==> config.mk <==
export PLATFORM = sky130hd
export DESIGN_NAME = mux_arbiter
export DESIGN_NICKNAME = d
export VERILOG_FILES = /design/src/rtl/mux_arbiter.sv
export SDC_FILE = /design/constraint.sdc
export NUM_CORES = 1
export LEC_CHECK = 0
export CAP_MARGIN = 25
export CORE_MARGIN = 2
export CORE_UTILIZATION = 38
export CTS_BUF_LIST = sky130_fd_sc_hd__clkbuf_4
export DETAILED_ROUTE_END_ITERATION = 12
export GPL_TIMING_DRIVEN = 1
export PLACE_DENSITY_LB_ADDON = 0.05
export REMOVE_ABC_BUFFERS = 1
export SYNTH_ARGS = -nofsm -noshare
export SYNTH_HDL_FRONTEND = slang
export SYNTH_SLANG_ARGS = --single-unit
==> constraint.sdc <==
create_clock -name clk -period 1.2 [get_ports clk]
set_input_delay 0.24 -clock clk [delete_from_list [all_inputs] [get_ports clk]]
set_output_delay 0.24 -clock clk [all_outputs]
set_load 0.01 [all_outputs]
==> src/rtl/mux_arbiter.sv <==
// Two-requester round-robin arbiter driving a shared data path with a registered grant FSM.
// Optional per-grant transfer limit enabled by defining ARB_TIMEOUT_EN (limit set by MAX_HOLD).
module mux_arbiter #(
   parameter int WIDTH    = 8,
   parameter int MAX_HOLD = 4
) (
   input  logic             clk,
   input  logic             rst_n,
   input  logic             req0,
   input  logic             req1,
   input  logic [WIDTH-1:0] data0,
   input  logic [WIDTH-1:0] data1,
   input  logic             out_ready,
   output logic             gnt0,
   output logic             gnt1,
   output logic             select,
   output logic [WIDTH-1:0] out_data,
   output logic             out_valid,
   output logic [15:0]      xfer_count
);

   typedef enum logic [1:0] {IDLE, GRANT0, GRANT1} state_t;

   state_t state, state_nxt;
   logic   last_served;
   logic   xfer;
   logic   hold_done;

   assign out_data  = select ? data1 : data0;
   assign out_valid = (gnt0 & req0) | (gnt1 & req1);
   assign xfer      = out_valid & out_ready;

`ifdef ARB_TIMEOUT_EN
   localparam int HW = $clog2(MAX_HOLD + 1);
   logic [HW-1:0] hold_cnt;

   // Counter saturates at MAX_HOLD, so any later transfer still qualifies for hand-over.
   assign hold_done = xfer && (hold_cnt >= HW'(MAX_HOLD - 1));
`else
   assign hold_done = 1'b0;
   if (MAX_HOLD < 1) begin : g_max_hold_unused
   end
`endif

   always_comb begin
      state_nxt = state;
      case (state)
         IDLE: begin
            if (req0 && req1)  state_nxt = last_served ? GRANT0 : GRANT1;
            else if (req0)     state_nxt = GRANT0;
            else if (req1)     state_nxt = GRANT1;
         end
         GRANT0: begin
            if (!req0)                 state_nxt = req1 ? GRANT1 : IDLE;
            else if (hold_done && req1) state_nxt = GRANT1;
         end
         GRANT1: begin
            if (!req1)                 state_nxt = req0 ? GRANT0 : IDLE;
            else if (hold_done && req0) state_nxt = GRANT0;
         end
         default: state_nxt = IDLE;
      endcase
   end

   always_ff @(posedge clk or negedge rst_n) begin
      if (!rst_n) begin
         state       <= IDLE;
         gnt0        <= 1'b0;
         gnt1        <= 1'b0;
         select      <= 1'b0;
         last_served <= 1'b1;
         xfer_count  <= '0;
`ifdef ARB_TIMEOUT_EN
         hold_cnt    <= '0;
`endif
      end else begin
         state <= state_nxt;
         gnt0  <= (state_nxt == GRANT0);
         gnt1  <= (state_nxt == GRANT1);
         // select and last_served only move on grant entry; IDLE keeps the old path.
         if (state_nxt != IDLE) select <= (state_nxt == GRANT1);
         if (state_nxt != state && state_nxt != IDLE) last_served <= (state_nxt == GRANT1);
         if (xfer) xfer_count <= xfer_count + 16'd1;
`ifdef ARB_TIMEOUT_EN
         if (state_nxt != state)                           hold_cnt <= '0;
         else if (xfer && hold_cnt != HW'(MAX_HOLD))       hold_cnt <= hold_cnt + 1'b1;
`endif
      end
   end

endmodule
# ---- After elaboration in Yosys (flattened, before gate mapping)
# Cells that the tools add are included.
# W data, S select, Z words.
dict set report totals {
  word_cells 30
  output_inout_bits 28
  in_bits 21
  regBits 22
}
dict set report op_classes {
  mux 10
  bitwise 4
  n_reduce_logical 4
  eq_ne 5
  n_addsub 1
}
# cell n
set ops {}
lappend ops {{$add A16 B1 Y16 const B} 1}
lappend ops {{$mux W2} 7}
lappend ops {{$mux W8} 1}
lappend ops {{$pmux W2 S3} 1}
lappend ops {{$eq A2 B1 Y1 const B} 2}
lappend ops {{$eq A2 B2 Y1 const B} 2}
lappend ops {{$and A1 B1 Y1} 3}
lappend ops {{$logic_and A1 B1 Y1} 2}
lappend ops {{$logic_not A2 Y1} 1}
lappend ops {{$ne A2 B2 Y1} 1}
lappend ops {{$reduce_bool A2 Y1} 1}
lappend ops {{$mux W1} 1}
lappend ops {{$or A1 B1 Y1} 1}

# ---- Longest topological paths before layout
dict set report depth {
  depth_word 6
  mapped_depth 5
}

# ---- Least setup slack after synthesis
# OpenSTA, ideal clock, no wires.
dict set report synth_path {
  path_type {register to register}
  startpoint {reg gnt0}
  endpoint {reg xfer_count[1]}
  required_ps 1075
  path_stages_with_launch 5
  path_slack_ps -241
  arrival_time_ps 1316
  path_cell_list {dfrtp_1 a22oi_4 inv_1 nand2_1 mux2_2}
}
dict set report synth_via {
  elab_chain_len 3
}
# element line
set synth_rtl {}
lappend synth_rtl {{start: declaration} 14} ;# output logic gnt0,
lappend synth_rtl {{start signal: assignment} 78} ;# gnt0 <= (state_nxt == GRANT0);
lappend synth_rtl {{$and A1 B1 Y1} 30} ;# assign out_valid = (gnt0 & req0) | (gnt1 & req1);
lappend synth_rtl {{$or A1 B1 Y1} 30}
lappend synth_rtl {{net out_valid} 18} ;# output logic out_valid,
lappend synth_rtl {{$and A1 B1 Y1} 31} ;# assign xfer = out_valid & out_ready;
lappend synth_rtl {{end signal: assignment} 83} ;# if (xfer) xfer_count <= xfer_count + 16'd1;
lappend synth_rtl {{end: declaration} 19} ;# output logic [15:0] xfer_count
# The timed path passes the listed nets, and every way through them passes these cells.
# A chain may end at the register's enable or synchronous reset.

# ---- Final worst setup path
dict set report layout_path {
  startpoint {reg select}
  endpoint {out out_data[3]}
}
dict set report layout_via {
  elab_chain_len 1
}
# element line
set layout_rtl {}
lappend layout_rtl {{start: declaration} 16} ;# output logic select,
lappend layout_rtl {{start signal: assignment} 81} ;# if (state_nxt != IDLE) select <= (state_nxt == GRANT1);
lappend layout_rtl {{$mux W8} 29} ;# assign out_data = select ? data1 : data0;
lappend layout_rtl {{end: declaration} 17} ;# output logic [WIDTH-1:0] out_data,
# Every way passes these cells.

==> impl_metrics.py <==
metrics = {
    "critical_path": {
        "reg2regPathDepth": 8,
        "path_common_cell": "buf_6",
        "path_buf_inv": 2,
        "crit_start": "select$_DFFE_PN0P_",
        "end_kind": "output port",
        "endpoint": "out_data[3]",
        "critPathMaxFanout": 5,
        "worstReg2RegStart": "gnt1$_DFF_PN0_",
        "path_class": "flop to output port",
        "cp.depth": 3,
        "crit_chain": "buf_6 -> mux2_2 -> buf_6",
        "worst_r2r_endpoint": "xfer_count[6]$_DFFE_PN0P_",
        "critPathLaunchType": "flop",
        "required_ns": 0.96,
        "path_delay_family": "flip-flops",
        "cp.arrival_ns": 1.30,
        "crit_slowest_cell": "dfrtp_2",
        "r2r_setup_slack_ns": -0.32,
        "cpPeakStageDelay_ns": 0.41,
    },
    "floorplan": {
        "coreArea_mm2": 0.00271,
        "fp-row-count": 19,
        "die_h_um": 57.0,
        "die_w_um": 57.0,
        "start_util_pct": 39.4,
        "die-area_mm2": 0.00325,
        "ioPinCount": 49,
    },
    "outcome": {
        "status": "finished, violations left",
        "violations": "setup timing",
    },
    "logic_synthesis": {
        "synth_seq_area_share_pct": 51.7,
        "ys_seq_elements": 22,
        "yosys_warnings": 0,
        "synth_area_leader_cell": "dfrtp_1",
        "synth_top_cells_by_area": "dfrtp_1 49%, mux2_2 9.5%, xnor2_1 8.2%",
        "synth_commonest_cells": "21 x dfrtp_1, 10 x xnor2_1, 9 x mux2_2",
        "synth-edff-count": 0,
        "async_flop_share_pct": 100,
        "synth_most_common_cell": "dfrtp_1",
        "ys.flop_type": "dfrtp_1",
        "synth_top_area_share_pct": 49.2,
        "synth_cell_types": 24,
        "syn_area_mm2": 0.00107,
        "netlist_instances": 90,
        "postSynthAreaPerCell_um2": 11.9,
    },
    "sta": {
        "hold_viol_final": 0,
        "rsz0062_at_grt": "yes",
        "clock_skew_ns": 0.00961,
        "drv_slew": 0,
        "setup_ws_ns": -0.344,
        "min_period_ns": 1.54,
        "finalCritPeriodShare_pct": 129,
        "max_slew_margin_pct": 74.3,
        "timing.fmax_mhz": 648,
        "worstMarginPinSlew_ns": 0.380,
        "setup_viol": 31,
    },
    "clocking": {
        "insertion_delay_ns": 0.32,
        "clock-sinks": 22,
        "cts_max_level": 1,
        "hold_buffers": 0,
        "cts_tree": "built",
        "numCtsBuffers": 3,
        "clk_pin_slew_ns": 0.14,
        "cts_root_buf": "clkbuf_4",
        "clockBufferDepth": 2,
    },
    "placement": {
        "dpl.hpwl_mm": 1.99,
        "io_buffers": 48,
        "placed_cells": 194,
        "gp_congestion": 0.733,
    },
    "routing": {
        "wirelength_mm": 3.40,
        "dr.pass1.iters": 4,
        "vias": 1093,
        "wl_per_cell_um": 15.2,
        "routed_via_density": 4.88,
        "ant_nets": 0,
        "route.detailed.drc": 0,
        "dr.first_iter.drc_count": 15,
    },
    "flow_run": {
        "timing.max_cap.violations": 0,
    },
    "grt": {
        "grt_pass1_wl_mm": 5.33,
        "antenna_found_initial": 0,
        "grt_usage_pct": 21.5,
        "grt-ovfl-total": 0,
        "grt_max_degree": 23,
        "grt_pass1_vias": 1140,
    },
    "finish": {
        "areaGrowthSynthToFinish_pct": 103,
        "drive_gt1_share_pct": 60.6,
        "finish.utilization_pct": 80.1,
        "layoutNonFillerInstCount": 224,
        "nets": 216,
        "diodes": 0,
    },
    "power_and_ir_drop": {
        "pwr_density_cell_mw_per_mm2": 1530,
        "p_leak_nw": 1.11,
        "ir_drop_v": 0.00156,
    },
    "min_path": {
        "hold_path_class": "primary input to async pin",
    },
}
area by class of cell:
class / count / area [um^2]
repair buffers: 100 / 912
well taps: 31 / 38.8
fillers: 178 / 541
clock buffers: 3 / 22.5
flip-flops and latches: 22 / 553
clock inverters: 1 / 30.0
inverters: 2 / 7.51
multi-input cells: 65 / 606
cells by family after synthesis:
kind of cell,Yosys count,share of synthesized area [%]
buffers and inverters,3,1.06
muxes,9,9.50
xor gates and xnor gates,15,12.3
adders and majority gates,1,1.17
AOI/OAI and AO/OA,6,5.16
and+or+nand+nor,34,19.1
DFF,22,51.7
state kept, by name (all words and copies together) (netlist names):
name / flops
xfer_count: 16
state: 2
gnt0: 1
gnt1: 1
last_served: 1
select: 1
timing repair:
action / CTS / global route
gates resized for setup: 147 / 27
hold endpoints to repair: 0 / 0
pin swaps: 14 / 11
buffers inserted: 23 / 12
setup endpoints to repair: 44 / 44
worst min path at each step:
| stage | end | start | cells after the start | slack [ns] |
|---|---|---|---|---|
| final | xfer_count[5]$_DFFE_PN0P_ | rst_n | 2 | 0.24 |
| after global routing | xfer_count[5]$_DFFE_PN0P_ | rst_n | 2 | 0.25 |
| after CTS | xfer_count[5]$_DFFE_PN0P_ | rst_n | 2 | 0.24 |
| after detailed placement | xfer_count[15]$_DFFE_PN0P_ | xfer_count[15]$_DFFE_PN0P_ | 1 | 0.47 |
| after global placement | xfer_count[15]$_DFFE_PN0P_ | xfer_count[15]$_DFFE_PN0P_ | 1 | 0.46 |
| after floorplan | gnt0$_DFF_PN0_ | rst_n | 0 | -0.06 |
metrics by stage:
stage	hold WS (ns)	setup TNS [ns]	total power, mW	setup WS, ns	cell area [um^2]
after floorplan	-0.0556	-1.27	1.38	-0.241	1060
after global placement	0.462	-12.62	2.04	-0.564	1790
after detailed placement	0.468	-13.48	2.07	-0.590	1790
after CTS	0.245	-5.71	3.18	-0.333	2110
after global routing	0.254	-7.94	3.48	-0.409	2170
final	0.243	-6.26	3.31	-0.344	2170
routing by layer:
layer / vias up / track usage (%) / share of wire [%]
met5: - / 0 / 0
met4: 0 / 7.64 / 2.9
met2: 31 / 38.6 / 55
met1: 535 / 25.6 / 37
met3: 10 / 4.31 / 4.1
li1: 517 / - / -
layout by cell type, fill, tap and decap left out, drive strengths merged:
cell type / n
and2: 4
bufinv: 1
a22oi: 1
nor2: 5
a21oi: 1
clkdlybuf4s50: 18
o311ai: 1
and3: 5
mux2: 9
nand4: 2
nor3: 2
xor2: 5
o21a: 1
nor4b: 1
dfstp: 1
nand2: 6
nor2b: 1
dfrtp: 21
buf: 74
nand3: 8
dlygate4sd2: 2
inv: 2
ha: 1
o22ai: 2
xnor2: 10
clkbuf: 9
report_power, final:
part | internal [mW] | switching (mW)
Sequential | 0.870 | 0.114
Combinational | 1.11 | 0.631
Clock | 0.338 | 0.253
Total | 2.32 | 0.997
No activity file was read; power rests on OpenSTA's default activity.
